$ cat src/rtl/line_clear_engine.sv
// Line-clear engine: on each piece lock, scans the playfield bottom-up, compacts the
// surviving rows downward, zero-fills the freed top rows and updates score/lines/level.
module line_clear_engine #(
    parameter int ROWS      = 20,
    parameter int COLS      = 10,
    parameter int CELL_W    = 5,
    parameter int SCORE_MAX = 999999,
    parameter int LINES_MAX = 999
) (
    input  logic                   CLOCK_50,
    input  logic                   rst_n,
    input  logic                   start,
    input  logic                   clear_score,
    output logic                   busy,
    output logic                   done,
    output logic [4:0]             rd_row,
    input  logic [COLS*CELL_W-1:0] rd_data,
    output logic                   wr_en,
    output logic [4:0]             wr_row,
    output logic [COLS*CELL_W-1:0] wr_data,
    output logic [4:0]             lines_cleared,
    output logic [19:0]            score,
    output logic [9:0]             total_lines,
    output logic [3:0]             level
);

    typedef enum logic [2:0] {IDLE, RD, CHK, FILL, SCORE, DONE} state_t;

    localparam logic [20:0] SCORE_CAP = 21'(SCORE_MAX);
    localparam logic [10:0] LINES_CAP = 11'(LINES_MAX);
    localparam logic [4:0]  LAST_ROW  = 5'(ROWS - 1);

    state_t      state_q, state_d;
    logic [4:0]  src_q, src_d;
    logic [4:0]  dst_q, dst_d;
    logic [4:0]  cnt_q, cnt_d;
    logic [4:0]  lines_q;
    logic [19:0] score_q;
    logic [9:0]  total_q;
    logic [3:0]  level_q;

    logic        rowFull;
    logic [15:0] pts;
    logic [15:0] levelMul;
    logic [15:0] product;
    logic [20:0] scoreSum;
    logic [19:0] scoreNew;
    logic [10:0] totalSum;
    logic [9:0]  totalNew;
    logic [9:0]  levelRaw;
    logic [3:0]  levelNew;

    // A row is full only when every cell holds a nonzero code.
    always_comb begin
        rowFull = 1'b1;
        for (int j = 0; j < COLS; j++) begin
            if (rd_data[j*CELL_W +: CELL_W] == '0) begin
                rowFull = 1'b0;
            end
        end
    end

    always_ff @(posedge CLOCK_50 or negedge rst_n) begin
        if (!rst_n) begin
            state_q <= IDLE;
        end else begin
            state_q <= state_d;
        end
    end

    always_comb begin
        state_d = state_q;
        case (state_q)
            IDLE:    if (start) state_d = RD;
            RD:      state_d = CHK;
            CHK: begin
                if (src_q == '0) begin
                    state_d = (cnt_d != '0) ? FILL : SCORE;
                end else begin
                    state_d = RD;
                end
            end
            FILL:    if (dst_q == '0) state_d = SCORE;
            SCORE:   state_d = DONE;
            DONE:    state_d = IDLE;
            default: state_d = IDLE;
        endcase
    end

    // After the scan dst sits at cnt-1, so FILL walks dst down to row 0: exactly cnt writes.
    always_comb begin
        src_d = src_q;
        dst_d = dst_q;
        cnt_d = cnt_q;
        case (state_q)
            IDLE: begin
                if (start) begin
                    src_d = LAST_ROW;
                    dst_d = LAST_ROW;
                    cnt_d = '0;
                end
            end
            CHK: begin
                if (rowFull) begin
                    cnt_d = cnt_q + 5'd1;
                end else begin
                    dst_d = dst_q - 5'd1;
                end
                if (src_q != '0) begin
                    src_d = src_q - 5'd1;
                end
            end
            FILL:    dst_d = dst_q - 5'd1;
            default: ;
        endcase
    end

    always_ff @(posedge CLOCK_50 or negedge rst_n) begin
        if (!rst_n) begin
            src_q <= '0;
            dst_q <= '0;
            cnt_q <= '0;
        end else begin
            src_q <= src_d;
            dst_q <= dst_d;
            cnt_q <= cnt_d;
        end
    end

    // Points use the level held before this operation's lines are added.
    always_comb begin
        case (cnt_q)
            5'd0:    pts = 16'd0;
            5'd1:    pts = 16'd40;
            5'd2:    pts = 16'd100;
            5'd3:    pts = 16'd300;
            default: pts = 16'd1200;
        endcase
        levelMul = {12'd0, level_q} + 16'd1;
        product  = pts * levelMul;
        scoreSum = {1'b0, score_q} + {5'd0, product};
        scoreNew = (scoreSum > SCORE_CAP) ? SCORE_CAP[19:0] : scoreSum[19:0];
        totalSum = {1'b0, total_q} + {6'd0, cnt_q};
        totalNew = (totalSum > LINES_CAP) ? LINES_CAP[9:0] : totalSum[9:0];
        levelRaw = totalNew / 10'd10;
        levelNew = (levelRaw > 10'd15) ? 4'd15 : levelRaw[3:0];
    end

    // A new-game clear overrides any score update landing in the same cycle.
    always_ff @(posedge CLOCK_50 or negedge rst_n) begin
        if (!rst_n) begin
            lines_q <= '0;
            score_q <= '0;
            total_q <= '0;
            level_q <= '0;
        end else begin
            if (state_q == SCORE) begin
                lines_q <= cnt_q;
            end
            if (clear_score) begin
                score_q <= '0;
                total_q <= '0;
                level_q <= '0;
            end else if (state_q == SCORE) begin
                score_q <= scoreNew;
                total_q <= totalNew;
                level_q <= levelNew;
            end
        end
    end

    always_comb begin
        busy    = (state_q != IDLE);
        done    = (state_q == DONE);
        rd_row  = (state_q == RD) ? src_q : 5'd0;
        wr_en   = 1'b0;
        wr_row  = 5'd0;
        wr_data = '0;
        case (state_q)
            CHK: begin
                if (!rowFull && (src_q != dst_q)) begin
                    wr_en   = 1'b1;
                    wr_row  = dst_q;
                    wr_data = rd_data;
                end
            end
            FILL: begin
                wr_en  = 1'b1;
                wr_row = dst_q;
            end
            default: ;
        endcase
    end

    assign lines_cleared = lines_q;
    assign score         = score_q;
    assign total_lines   = total_q;
    assign level         = level_q;

endmodule

$ cat config.mk
export PLATFORM = sky130hd
export DESIGN_NAME = line_clear_engine
export DESIGN_NICKNAME = d
export VERILOG_FILES = /design/src/rtl/line_clear_engine.sv
export SDC_FILE = /design/constraint.sdc
export NUM_CORES = 1
export LEC_CHECK = 0
export ABC_AREA = 1
export CAP_MARGIN = 20
export CORE_MARGIN = 8
export CORE_UTILIZATION = 55
export CTS_CLUSTER_DIAMETER = 150
export DETAILED_ROUTE_END_ITERATION = 10
export PLACE_DENSITY = 0.87
export SETUP_SLACK_MARGIN = 0.1
export SLEW_MARGIN = 20
export SYNTH_ARGS = -nofsm -noshare
export SYNTH_HDL_FRONTEND = slang
export SYNTH_SLANG_ARGS = --single-unit
$ cat constraint.sdc
create_clock -name CLOCK_50 -period 11.1 [get_ports CLOCK_50]
set_input_delay 2.22 -clock CLOCK_50 [delete_from_list [all_inputs] [get_ports CLOCK_50]]
set_output_delay 2.22 -clock CLOCK_50 [all_outputs]
set_load 0.01 [all_outputs]
# ---- Yosys cells after proc, flatten, opt, wreduce, memory -nomap -nowiden
# Cells that the tools add are included.
dict set report word_totals {
  register_bits 57
  input_bits 54
  output_inout_bits 102
  elab_cells 97
}
dict set report op_classes {
  addsub 6
  n_mul 1
  div_mod_pow 1
  n_lt_le_gt_ge 3
  eq_ne 13
  mux 40
  reduce_logical 25
}
# op n
set op_table {}
lappend op_table {{2-to-1 mux 50 bit} 2}
lappend op_table {{logical NOT 5 bit} 13}
lappend op_table {{2-to-1 mux 20 bit} 3}
lappend op_table {{one-hot mux 11 bit (4 select lines)} 1}
lappend op_table {{2-to-1 mux 5 bit} 7}
lappend op_table {{2-to-1 mux 10 bit} 3}
lappend op_table {{one-hot mux 5 bit (2 select lines)} 3}
lappend op_table {{adder 20 x 16 -> 21 bit} 1}
lappend op_table {{> comparator 21 x 20 -> 1 bit (second input constant)} 1}
lappend op_table {{multiplier 16 x 5 -> 16 bit} 1}
lappend op_table {{one-hot mux 3 bit (5 select lines)} 1}
lappend op_table {{one-hot mux 5 bit (3 select lines)} 1}
lappend op_table {{2-to-1 mux 3 bit} 4}
lappend op_table {{2-to-1 mux 4 bit} 3}
lappend op_table {{adder 10 x 5 -> 11 bit} 1}
lappend op_table {{> comparator 11 x 10 -> 1 bit (second input constant)} 1}
lappend op_table {{2-to-1 mux 1 bit} 11}
lappend op_table {{divider 10 x 4 -> 10 bit (second input constant)} 1}
lappend op_table {{equality test 5 x 2 -> 1 bit (second input constant)} 2}
lappend op_table {{> comparator 10 x 4 -> 1 bit (second input constant)} 1}
lappend op_table {{nonzero test 5 bit} 2}
lappend op_table {{subtractor 5 x 1 -> 5 bit (second input constant)} 2}
lappend op_table {{!= test 2 bit (second input constant)} 4}
lappend op_table {{equality test 3 x 2 -> 1 bit (second input constant)} 2}
lappend op_table {{14 further kinds} 18}

# ---- Depth between registers and ports, before layout
dict set report logic_depth {
  depth_word 17
  ltp_mapped 43
  mapped_depth_nobuf 43
}

# ---- Least setup slack after synthesis
# No wires, ideal clock.
dict set report synth_timing {
  path_type {flip-flop to flip-flop}
  from {register cnt_q[0]}
  to {register score_q[14], in the netlist score[14]}
  setup_ns 0.071
  arrival_time_ns 6.442
  required_time_ns 11.029
  setup_slack_ns 4.587
  stages_incl_launch_ff 36
  path_buffers 0
  period_less_slack_ns 6.513
  cell_sequence {dfrtp_1 > ha_1 > o21ai_0 > inv_1 > nor2_1 > nand2_1 > nor2_1 > inv_1 > fa_1 > fa_1 > fa_1 > inv_1 > ha_1 > nand2_1 > o21ai_0 > a21oi_1 > o21bai_1 > a21oi_1 > o21bai_1 > xor2_1 > inv_1 > ha_1 > nand2_1 > o21ai_1 > a21oi_1 > o21ai_1 > nand2_1 > a21oi_1 > nand3_1 > xor2_1 > nand2_1 > nor2_1 > nand3_1 > nand2_1 > nand2_1 > nand3_1}
}
dict set report synth_between {
  elab_chain_cells 8
  elab_cells_between_ends 11
  classes_between {add/sub (1); mul (1); order compare (1); eq/ne (3); mux (4); reduce/logical (1)}
}
# element line
set synth_lines {}
lappend synth_lines {{start, declared} 36} ;# logic [4:0] cnt_q, cnt_d;
lappend synth_lines {{start signal, assigned} 126} ;# cnt_q <= cnt_d;
lappend synth_lines {{equality test 5 x 2 -> 1 bit, or another cell as far along} 132} ;# case (cnt_q)
lappend synth_lines {{one-hot mux 11 bit (4 select lines) (*)} 132}
lappend synth_lines {{multiplier 16 x 5 -> 16 bit (*)} 140} ;# product = pts * levelMul;
lappend synth_lines {{adder 20 x 16 -> 21 bit (*)} 141} ;# scoreSum = {1'b0, score_q} + {5'd0, product};
lappend synth_lines {{> comparator 21 x 20 -> 1 bit} 142} ;# scoreNew = (scoreSum > SCORE_CAP) ? SCORE_CAP[19:0] : scoreSum[19:0];
lappend synth_lines {{2-to-1 mux 20 bit (*)} 142}
lappend synth_lines {{2-to-1 mux 20 bit (*)} 164} ;# end else if (state_q == SCORE) begin
lappend synth_lines {{2-to-1 mux 20 bit (*)} 160} ;# if (clear_score) begin
lappend synth_lines {{end signal, assigned} 165} ;# score_q <= scoreNew;
lappend synth_lines {{end, declared} 38} ;# logic [19:0] score_q;
# Mark *: on every way between the ends. The rest lies on a longest branch, timed or not. The select of a mux whose other input is x is not followed.
# A chain may end at the register's enable or synchronous reset.

# ---- Worst setup path in the final report
dict set report layout_timing {
  from {register cnt_q[0]}
  to {register score_q[18], in the netlist score[18]}
}
# The elaborated chain is that of the path after synthesis.

==> reports/qor.txt <==
Outcome = complete, no violations
Final min period = 7.38 ns
Clock slew at reported path FFs = 0.07 ns
CP most frequent cell = nand2_1
Critical path required time = 11.26 ns
Clock Tree Buf Depth = 2
Worst Setup End Kind = register
HP Class = register to register
Grt ovf = 0
Cells after Synth = 932
Placer congestion estimate = 0.921
Starting Density = 56.6%
DRC viols = 0
Post-Place Cell Area = 7890 um^2
Max FO, Critical Path = 9
Final worst clock skew = 0.0140 ns
WL/cell = 14.7 um
Final wirelength = 18000 um
Critical path's slowest cell = fa_1
Detailed Routing Iterations Pass 1 = 6
Compound-Gate Fraction of Synth Area = 10.9%
P&R area growth vs syn = 29.9%
Clock sink total = 56
Final Hold Vio Count = 0
Post-CTS Setup Inserts = 0
Ratio of cells with drive above 1 in the final layout = 6.62%
Hold WS = 0.509 ns
Post-layout instance area = 8040 um^2
Worst-margin pin slew = 0.715 ns
Setup repair after global routing missed its margin = no
Setup TNS = 0 ns
Post-route setup slack = 3.72 ns
Fillers = 904
Synth warnings = 0
Vias in the first global route = 6362
Crit path launch type = register
Multiplexer share of the synthesized area = 0%
Number of I/O port buffers = 155
Clock Latency Late Sink = 0.30 ns
Seq/Total Area, Yosys = 22.6%
Ys async rst share = 100%
N_diodes = 0
Hold_buf cts = 0
CTS HTree Levels = 2
Peak VDD IR = 0.0970 mV
Critical path arrival = 7.53 ns
Vias after detailed routing = 6503
Path type of the worst setup path = register to register
Max Freq = 136 MHz
Die height = 122 um
Final Max Tran Viols = 0
Synth cell types = 43
Setup violators final = 0
Initial antenna violation count = 0
Die Area = 14900 um^2
Mapped Nets = 1059
Worst R2R Start = cnt_q[0]
Tcrit/Tclk final = 66.5%
Largest family of logic cells by synthesized area = simple AND/OR/NAND/NOR gates
HP Start = lines_cleared[2]
Tot GR Track Use = 24.6%
Simple-gate area share of the yosys netlist = 32.5%
Max Cap Viol = 0
EDFF count, synth = 0
Post-Syn Area = 6190 um^2
Largest net degree at the start of global routing = 57
# rows = 38
Slew HR = 52.3%
Width of the chip = 122 um
Routed Antenna Nets = 0
Initial drt markers = 509
Resized cells post-CTS = 0
Vias per std cell = 5.30
Setup WS pre-CTS = 3.79 ns
Worst setup path start = cnt_q[0]
Num CTS Buffers = 5
Post-synthesis xor/xnor area fraction = 3.96%
Hpwl dp = 15100 um
Adder-Cell Fraction of Synth Area = 16.9%
Dominant synthesized flop cell = dfrtp_1
TritonCTS clock tree = built
Power per cell area = 134 nW/um^2
Core area = 10900 um^2
First-pass GRT wire length = 29900 um
Lkg Pwr = 4.27 nW
CTS Root Cell = clkbuf_16
Io pins = 156
Mean Syn Cell Area = 6.64 um^2
Slowest stage delay, CP = 0.55 ns
Synth Register Bits = 56
Final nets = 1213
Flop2flop setup slack = 3.72 ns
routing by layer:
metal	part of all wire (%)	global-route usage, %	up-vias
met5	0	0	-
met4	2.9	9.06	0
met3	10	7.40	42
met2	49	43.5	290
met1	38	27.4	2949
li1	-	-	3222
state kept, by name, summed over array words and instances (netlist names):
name	flops
total_lines	10
dst_q	5
level	4
src_q	5
state_q	3
cnt_q	5
score	19
lines_cleared	5
cell usage in the layout (no fill, tap or decap), types with 14 or more instances in the layout:
cell	netlist	routed
xor2_1	20	20
fa_1	18	18
o21ai_1	14	14
nor2_1	131	131
dfrtp_1	56	56
nand2_2	23	23
o21ai_0	38	38
nand3_1	60	60
inv_1	192	192
nand2_1	176	176
a21oi_1	32	32
ha_1	55	55
clkdlybuf4s50_1	0	154
Yosys cell counts, types with 6 or more instances:
master / number / share of area, %
clkbuf_1: 8 / 0.49
inv_2: 6 / 0.36
xor2_1: 20 / 2.8
a21oi_1: 32 / 2.6
nand3_2: 7 / 1.1
inv_1: 192 / 12
ha_1: 55 / 11
o21ai_0: 38 / 3.1
o21ai_1: 14 / 1.1
fa_1: 18 / 5.8
nand3_1: 60 / 4.9
dfrtp_1: 56 / 23
nand2_1: 176 / 11
nor3_1: 11 / 0.89
nand2_2: 23 / 2.3
o22ai_1: 8 / 0.81
nor2_1: 131 / 7.9
nand4_1: 10 / 1.0
xnor2_1: 8 / 1.1
per-stage QoR:
step / utilization [%] / total power, mW / cells
final: 73.5 / 1.08 / 1227
after global routing: 73.5 / 1.18 / 1227
after CTS: 73.5 / 1.08 / 1227
after detailed placement: 72.1 / 0.906 / 1219
after global placement: 72.1 / 0.894 / 1219
after floorplan: - / 0.683 / 932
final timing paths:
kind / end / depth (start not counted)
hold reg to reg: lines_cleared[2] / 2
hold / removal: lines_cleared[2] / 2
max in group asynchronous: state_q[1] / 2
setup / recovery: score[18] / 40
min in group asynchronous: score[19] / 2
setup reg to reg: score[18] / 40
where the power goes:
group / switching (mW) / total, mW / internal, mW
combinational: 0.374 / 0.627 / 0.253
sequential: 0.0417 / 0.286 / 0.244
clock: 0.0761 / 0.167 / 0.0905
total: 0.491 / 1.08 / 0.588
kinds of logic (layout without fill, tap and decap cells):
kind of cell               count (synthesis)  count (layout)
AOI/OAI and AO/OA                        118             118
xor gates and xnor gates                  28              28
adders and majority gates                 73              73
buffers and inverters                    212             367
DFF                                       56              56
and+or+nand+nor                          445             445
worst max-delay path, delay by kind of cell, from the launching register on:
kind / cells / cell delay [ns]
AOI/OAI and AO/OA: 10 / 1.81
xor gates and xnor gates: 1 / 0.11
adders and majority gates: 6 / 2.52
buffers and inverters: 7 / 0.51
DFF: 1 / 0.44
and+or+nand+nor: 16 / 1.81
final cells by class:
class,count,area [um^2],area share (%)
multi-input combinational,664,3980,49.5
inverter,200,751,9.34
clock buffer,6,139,1.73
tap,140,175,2.18
sequential,56,1400,17.4
timing repair buffer,159,1580,19.6
clock inverter,2,13.8,0.171
(Power assumes the default switching activity.)
